--- src/rtl/hps_ext_xfer.sv ---
// HPS extension-bus transfer engine: command decode, shared write FIFO, per-channel reads.
// Optional push counter returned on status word 1 when HPS_EXT_XFER_WCNT_EN is defined.
module hps_ext_xfer #(
  parameter int          NUM_CH     = 4,
  parameter int          ADDR_W     = 5,
  parameter int          FIFO_DEPTH = 16,
  parameter logic [15:0] CMD_WR     = 16'h61,
  parameter logic [15:0] CMD_RD     = 16'h62,
  parameter logic [15:0] CMD_STAT   = 16'h63
) (
  input  logic                 clk_sys,
  input  logic                 reset_n,
  input  logic                 io_strobe,
  input  logic                 io_uio,
  input  logic [15:0]          io_din,
  output logic [15:0]          io_dout,
  output logic                 dout_en,
  input  logic [NUM_CH-1:0]    ch_req,
  input  logic [NUM_CH-1:0]    ch_ready,
  input  logic [16*NUM_CH-1:0] ch_din,
  output logic [15:0]          ch_dout,
  output logic [ADDR_W-1:0]    ch_addr,
  output logic [NUM_CH-1:0]    ch_wr,
  output logic [NUM_CH-1:0]    ch_rd
);

  localparam int         PTR_W    = $clog2(FIFO_DEPTH);
  localparam logic [3:0] NUM_CH_L = 4'(NUM_CH);

  typedef struct packed {
    logic [2:0]        ch;
    logic [ADDR_W-1:0] addr;
    logic [15:0]       data;
  } entry_t;

  logic [4:0]        wordCnt_q, wordCnt_d;
  logic [15:0]       cmd_q, cmd_d;
  logic              cs_q, cs_d;
  logic [2:0]        ch_q, ch_d;
  logic [ADDR_W-1:0] addr_q, addr_d, addrNext;
  logic              ovf_q, ovf_d;
  logic [PTR_W:0]    wrPtr_q, wrPtr_d, rdPtr_q, rdPtr_d;
  logic [15:0]       ioDout_q, ioDout_d;
  logic              doutEn_q, doutEn_d;
  logic [NUM_CH-1:0] chWr_q, chWr_d, chRd_q, chRd_d;
  logic [ADDR_W-1:0] chAddr_q, chAddr_d;
  logic [15:0]       chDout_q, chDout_d;

  entry_t            fifoMem [FIFO_DEPTH];
  entry_t            head, pushEntry;
  logic              fifoEmpty, fifoFull, pop, pushReq, push, statRd;
  logic [NUM_CH-1:0] chSel, headSel;
  logic [15:0]       rdData, statWord1;

  assign fifoEmpty = (wrPtr_q == rdPtr_q);
  assign fifoFull  = (wrPtr_q[PTR_W] != rdPtr_q[PTR_W]) &&
                     (wrPtr_q[PTR_W-1:0] == rdPtr_q[PTR_W-1:0]);
  assign head      = fifoMem[rdPtr_q[PTR_W-1:0]];
  assign statRd    = io_uio && io_strobe && (wordCnt_q == 5'd1) && (cmd_q == CMD_STAT);
  assign addrNext  = (addr_q == '1) ? addr_q : addr_q + ADDR_W'(1);

  always_comb begin
    chSel   = '0;
    headSel = '0;
    rdData  = '0;
    for (int i = 0; i < NUM_CH; i++) begin
      chSel[i]   = (ch_q == 3'(i));
      headSel[i] = (head.ch == 3'(i));
      if (ch_q == 3'(i)) rdData = ch_din[16*i +: 16];
    end
  end

  // The head entry blocks the queue until its own channel is ready.
  assign pop = !fifoEmpty && |(headSel & ch_ready);

  always_comb begin
    wordCnt_d      = wordCnt_q;
    cmd_d          = cmd_q;
    cs_d           = cs_q;
    ch_d           = ch_q;
    addr_d         = addr_q;
    ovf_d          = ovf_q;
    rdPtr_d        = rdPtr_q;
    wrPtr_d        = wrPtr_q;
    ioDout_d       = ioDout_q;
    doutEn_d       = doutEn_q;
    chWr_d         = '0;
    chRd_d         = '0;
    chAddr_d       = chAddr_q;
    chDout_d       = chDout_q;
    pushReq        = 1'b0;
    pushEntry.ch   = ch_q;
    pushEntry.addr = addr_q;
    pushEntry.data = io_din;

    if (pop) begin
      rdPtr_d  = rdPtr_q + (PTR_W+1)'(1);
      chWr_d   = headSel;
      chAddr_d = head.addr;
      chDout_d = head.data;
    end

    if (!io_uio) begin
      wordCnt_d = '0;
      cs_d      = 1'b0;
      doutEn_d  = 1'b0;
      ioDout_d  = '0;
    end else if (io_strobe) begin
      ioDout_d = '0;
      if (wordCnt_q != 5'd31) wordCnt_d = wordCnt_q + 5'd1;
      if (wordCnt_q == 5'd0) begin
        cmd_d    = io_din;
        doutEn_d = (io_din == CMD_WR) || (io_din == CMD_RD) || (io_din == CMD_STAT);
        if (io_din == CMD_STAT) begin
          ioDout_d = {4'hE, ovf_q, !fifoEmpty, 2'b00, 8'(ch_req)};
          ovf_d    = 1'b0;
        end
      end else if (wordCnt_q == 5'd1) begin
        if (cmd_q == CMD_STAT) ioDout_d = statWord1;
        if (io_din[15:12] == 4'hF && {1'b0, io_din[11:9]} < NUM_CH_L) begin
          cs_d   = 1'b1;
          ch_d   = io_din[11:9];
          addr_d = io_din[ADDR_W-1:0];
        end else begin
          cs_d = 1'b0;
        end
      end else if (wordCnt_q >= 5'd3 && cs_q) begin
        if (cmd_q == CMD_WR) begin
          pushReq = 1'b1;
          if (fifoFull && !pop) ovf_d = 1'b1;
          addr_d = addrNext;
        end else if (cmd_q == CMD_RD && fifoEmpty) begin
          chRd_d   = chSel;
          chAddr_d = addr_q;
          ioDout_d = rdData;
          addr_d   = addrNext;
        end
      end
    end

    // A pop in the same cycle frees the slot, so a full FIFO still accepts the push.
    push = pushReq && (!fifoFull || pop);
    if (push) wrPtr_d = wrPtr_q + (PTR_W+1)'(1);
  end

`ifdef HPS_EXT_XFER_WCNT_EN
  logic [15:0] pushCnt_q, pushCnt_d;

  always_comb begin
    pushCnt_d = pushCnt_q;
    if (statRd)                              pushCnt_d = {15'd0, push};
    else if (push && pushCnt_q != 16'hFFFF)  pushCnt_d = pushCnt_q + 16'd1;
  end

  always_ff @(posedge clk_sys or negedge reset_n) begin
    if (!reset_n) pushCnt_q <= '0;
    else          pushCnt_q <= pushCnt_d;
  end

  assign statWord1 = pushCnt_q;
`else
  logic unusedStatRd;
  assign unusedStatRd = statRd;
  assign statWord1    = '0;
`endif

  always_ff @(posedge clk_sys) begin
    if (push) fifoMem[wrPtr_q[PTR_W-1:0]] <= pushEntry;
  end

  always_ff @(posedge clk_sys or negedge reset_n) begin
    if (!reset_n) begin
      wordCnt_q <= '0;
      cmd_q     <= '0;
      cs_q      <= 1'b0;
      ch_q      <= '0;
      addr_q    <= '0;
      ovf_q     <= 1'b0;
      wrPtr_q   <= '0;
      rdPtr_q   <= '0;
      ioDout_q  <= '0;
      doutEn_q  <= 1'b0;
      chWr_q    <= '0;
      chRd_q    <= '0;
      chAddr_q  <= '0;
      chDout_q  <= '0;
    end else begin
      wordCnt_q <= wordCnt_d;
      cmd_q     <= cmd_d;
      cs_q      <= cs_d;
      ch_q      <= ch_d;
      addr_q    <= addr_d;
      ovf_q     <= ovf_d;
      wrPtr_q   <= wrPtr_d;
      rdPtr_q   <= rdPtr_d;
      ioDout_q  <= ioDout_d;
      doutEn_q  <= doutEn_d;
      chWr_q    <= chWr_d;
      chRd_q    <= chRd_d;
      chAddr_q  <= chAddr_d;
      chDout_q  <= chDout_d;
    end
  end

  assign io_dout = ioDout_q;
  assign dout_en = doutEn_q;
  assign ch_wr   = chWr_q;
  assign ch_rd   = chRd_q;
  assign ch_addr = chAddr_q;
  assign ch_dout = chDout_q;

endmodule

--- config.mk ---
export PLATFORM = sky130hd
export DESIGN_NAME = hps_ext_xfer
export DESIGN_NICKNAME = d
export VERILOG_FILES = /design/src/rtl/hps_ext_xfer.sv
export SDC_FILE = /design/constraint.sdc
export NUM_CORES = 1
export LEC_CHECK = 0
export ABC_AREA = 1
export BUFFER_PORTS_ARGS = -buffer_cell sky130_fd_sc_hd__buf_4
export CAP_MARGIN = 20
export CORE_MARGIN = 1.5
export CORE_UTILIZATION = 55
export DETAILED_ROUTE_END_ITERATION = 12
export GPL_ROUTABILITY_DRIVEN = 0
export PLACE_DENSITY = 0.77
export REMOVE_ABC_BUFFERS = 1
export SETUP_SLACK_MARGIN = 0.15
export SLEW_MARGIN = 20
export SYNTH_ARGS = -nofsm -noshare
export SYNTH_HDL_FRONTEND = slang
export SYNTH_SLANG_ARGS = --single-unit
--- constraint.sdc ---
create_clock -name clk_sys -period 4.8 [get_ports clk_sys]
set_input_delay 0.96 -clock clk_sys [delete_from_list [all_inputs] [get_ports clk_sys]]
set_output_delay 0.96 -clock clk_sys [all_outputs]
set_load 0.03 [all_outputs]
==> flow_metrics.tcl <==
set metrics [dict create \
    die_h_um 191.2 \
    critPathLaunchType "flop" \
    n_fill_cell 2488 \
    drt_iter0_drc 1427 \
    ios 138 \
    fin_worst_skew_ns 0.02502 \
    viasPerCell 5.993 \
    synth_top_area_share_pct 59.21 \
    yosysWarnings 0 \
    synth_most_common_cell "edfxtp_1" \
    synth_seq_cells 471 \
    rr_endpoint "fifoMem[5][11]" \
    ant_nets 0 \
    clk_path_buf_depth 3 \
    grt_pass1_wl_um 76670 \
    timing.final.crit_share_pct 85.00 \
    hp-class "in -> async" \
    postCtsSetupBuffers 0 \
    antenna_found_initial 0 \
    n_antenna_cell 0 \
    power.density_mw_per_mm2 559.3 \
    worst_slew_pin_slew_ns 1.082 \
    violations "design-rule violations" \
    drive_gt1_share_pct 16.32 \
    critPathArrivalTime_ns 4.28 \
    wl_per_cell_um 21.79 \
    cts-root-buf "clkbuf_16" \
    dp_hpwl_um 30860 \
    slew_viol_final 0 \
    outcome "finished with violations" \
    hold_buffers 0 \
    synthArstFlopShare_pct 18.47 \
    slew-limit-headroom_pct 27.59 \
    clock_sinks 471 \
    dp.cells 2198 \
    timing.final.hold_violations 0 \
    grt_usage_pct 27.77 \
    cts_resized 0 \
    timing.rr.start "rdPtr_q[0]" \
    yosys_most_used_dff "edfxtp_1" \
    timing.hold.ws_ns 0.4847 \
    cts_max_level 2 \
    first_pass_iters 9 \
    cts_tree "built" \
    rows 68 \
    end_kind "flop" \
    place_ws_ns 0.8695 \
    setup_slack_ns 0.7201 \
    reg2reg_depth 16 \
    die_x_um 191.2 \
    core_area_mm2 0.03471 \
    drcViolationCount 1 \
    synthTopCellsByCount "edfxtp_1, nor2_1, o21ai_0" \
    cts_made_buffers 48 \
    start_util_pct 56.10 \
    postPlaceCellArea_mm2 0.02104 \
    fin_area_mm2 0.02263 \
    gr-total-overflow 0 \
    finalWirelength_um 49830 \
    synth.distinct_cells 47 \
    p_leak_uw 0.008362 \
    syn_to_final_growth_pct 16.20 \
    seq_area_frac_synth_pct 70.39 \
    synth_top_area_cell "edfxtp_1" \
    fin_util_pct 65.19 \
    synth.cell_area_mm2 0.01947 \
    final_cells 2287 \
    first_global_vias 13900 \
    synthCells 1655 \
    grt_max_degree 81 \
    path_max_fanout 80 \
    rrSetupSlack_ns 0.72 \
    synth_edf_count 384 \
    rsz0062_at_grt "false" \
    post-route-min-period_ns 4.080 \
    port_buffers 137 \
    die_area_mm2 0.03654 \
    finalNetCount 1896 \
    peakVddDrop_mv 0.4845 \
    clk_latency_ns 0.57 \
    setup_viol 0 \
    crit_type "reg -> reg" \
    vias 13710 \
    syn_area_per_cell_um2 11.77 \
    yosys-top-cells-area "edfxtp_1, dfrtp_1, o21ai_0" \
    crit_required_ns 5.00 \
    clk_pin_slew_worst_paths_ns 0.06 \
    maxClockFrequency_mhz 245.1 \
    drv_cap 0 \
]
-- worst max-delay path by stage --
stage                    start        endpoint  slack, ns  cells after the start
floorplan           rdPtr_q[0]   fifoMem[0][0]      -3.01                     14
global placement    rdPtr_q[0]   fifoMem[4][5]       1.11                     16
detailed placement  rdPtr_q[0]  fifoMem[5][10]       0.87                     16
CTS                 rdPtr_q[0]  fifoMem[5][13]       0.82                     16
global route        rdPtr_q[0]  fifoMem[5][11]       0.59                     16
finish              rdPtr_q[0]  fifoMem[5][11]       0.72                     16
-- worst max-delay path, cell delays in order (launching register included) --
cell and delay (ns):
dfrtp_4 1.02, buf_4 0.56, nand2_1 0.15, nand3_1 0.11, nand2_1 0.07, nand2_1 0.06, nand2_1 0.08, inv_1 0.07
nand2_2 0.07, nor2_1 0.15, nand3_1 0.09, nand2_1 0.11, nor2_4 0.07, nand2_2 0.14, nand3_1 0.26, nor2_2 0.19
buf_4 0.41
-- cells in the final DEF (no fill, tap or decap), types with 2 or more instances in the layout --
cell type and instances:
a221oi_1 2, inv_6 2, o21ai_1 5, ha_1 11, nor3_1 7, a32o_1 2
or2_2 8, a22oi_1 8, clkinv_1 11, clkinv_4 3, buf_4 180, bufinv_16 5
nor2_2 20, clkbuf_1 10, nor2_1 236, o22ai_1 57, nand2_2 5, xor2_1 7
nand3_1 50, o211ai_1 9, dfrtp_1 85, a22o_1 8, a31oi_1 12, nand2_1 205
o221ai_1 26, mux2_2 3, nor4_1 5, nand4_1 26, inv_2 3, inv_1 90
xnor2_1 5, nor2_4 2, clkbuf_16 50, edfxtp_1 384, nand3_2 2, o21ai_0 228
clkinv_2 7, a21oi_1 21, o21a_1 16
-- where the power goes --
group	internal, uW	leakage [uW]	total (uW)	switching (uW)
Clock	2200	0.000776	3750	1550
Combinational	1220	0.00311	3820	2600
Sequential	4720	0.00447	5090	367
Total	8140	0.00836	12700	4520
-- final cells by class --
type,instances,area [um2],area share (%)
Sequential cell,471,13710,60.60
Multi-Input combinational cell,996,5044,22.29
Timing Repair Buffer,180,1351,5.971
Clock buffer,61,1303,5.756
Tap cell,455,569.3,2.516
Inverter,96,362.8,1.603
Clock inverter,28,286.5,1.266
-- cells by family (layout without fill, tap and decap cells) --
| group | count (synthesis) | count (layout) | synth area share [%] |
|---|---|---|---|
| and+or+nand+nor | 570 | 570 | 12.23 |
| DFF | 471 | 471 | 70.39 |
| AOI/OAI and AO/OA | 400 | 400 | 12.02 |
| buffers and inverters | 188 | 365 | 3.939 |
| xor gates and xnor gates | 12 | 12 | 0.5397 |
| adders and majority gates | 11 | 11 | 0.7067 |
| muxes | 3 | 3 | 0.1735 |
-- stage by stage --
| step | TNS (ns) | power [uW] |
|---|---|---|
| finish | 0 | 12660 |
| detailed placement | 0 | 8893 |
| CTS | 0 | 12620 |
| floorplan | -1230.46 | 7471 |
| global placement | 0 | 8769 |
| global route | 0 | 13210 |
-- layer usage --
layer	share of wire [%]	vias to the layer above	track usage (%)	routed length [um]
met2	49	766	46.70	24270
met4	4.2	0	12.41	2081
met3	9.6	141	6.224	4774
li1	-	6208	-	-
met5	0	-	0	0
met1	38	6590	34.47	18710
-- registers in the layout, summed over array words and instances (netlist names), 5 cells and up --
name,count
ch_dout,16
io_dout,16
fifoMem,384
wrPtr_q,5
addr_q,5
rdPtr_q,5
ch_addr,5
wordCnt_q,5
cmd_q,16
Power figures use the tool's default switching activity.
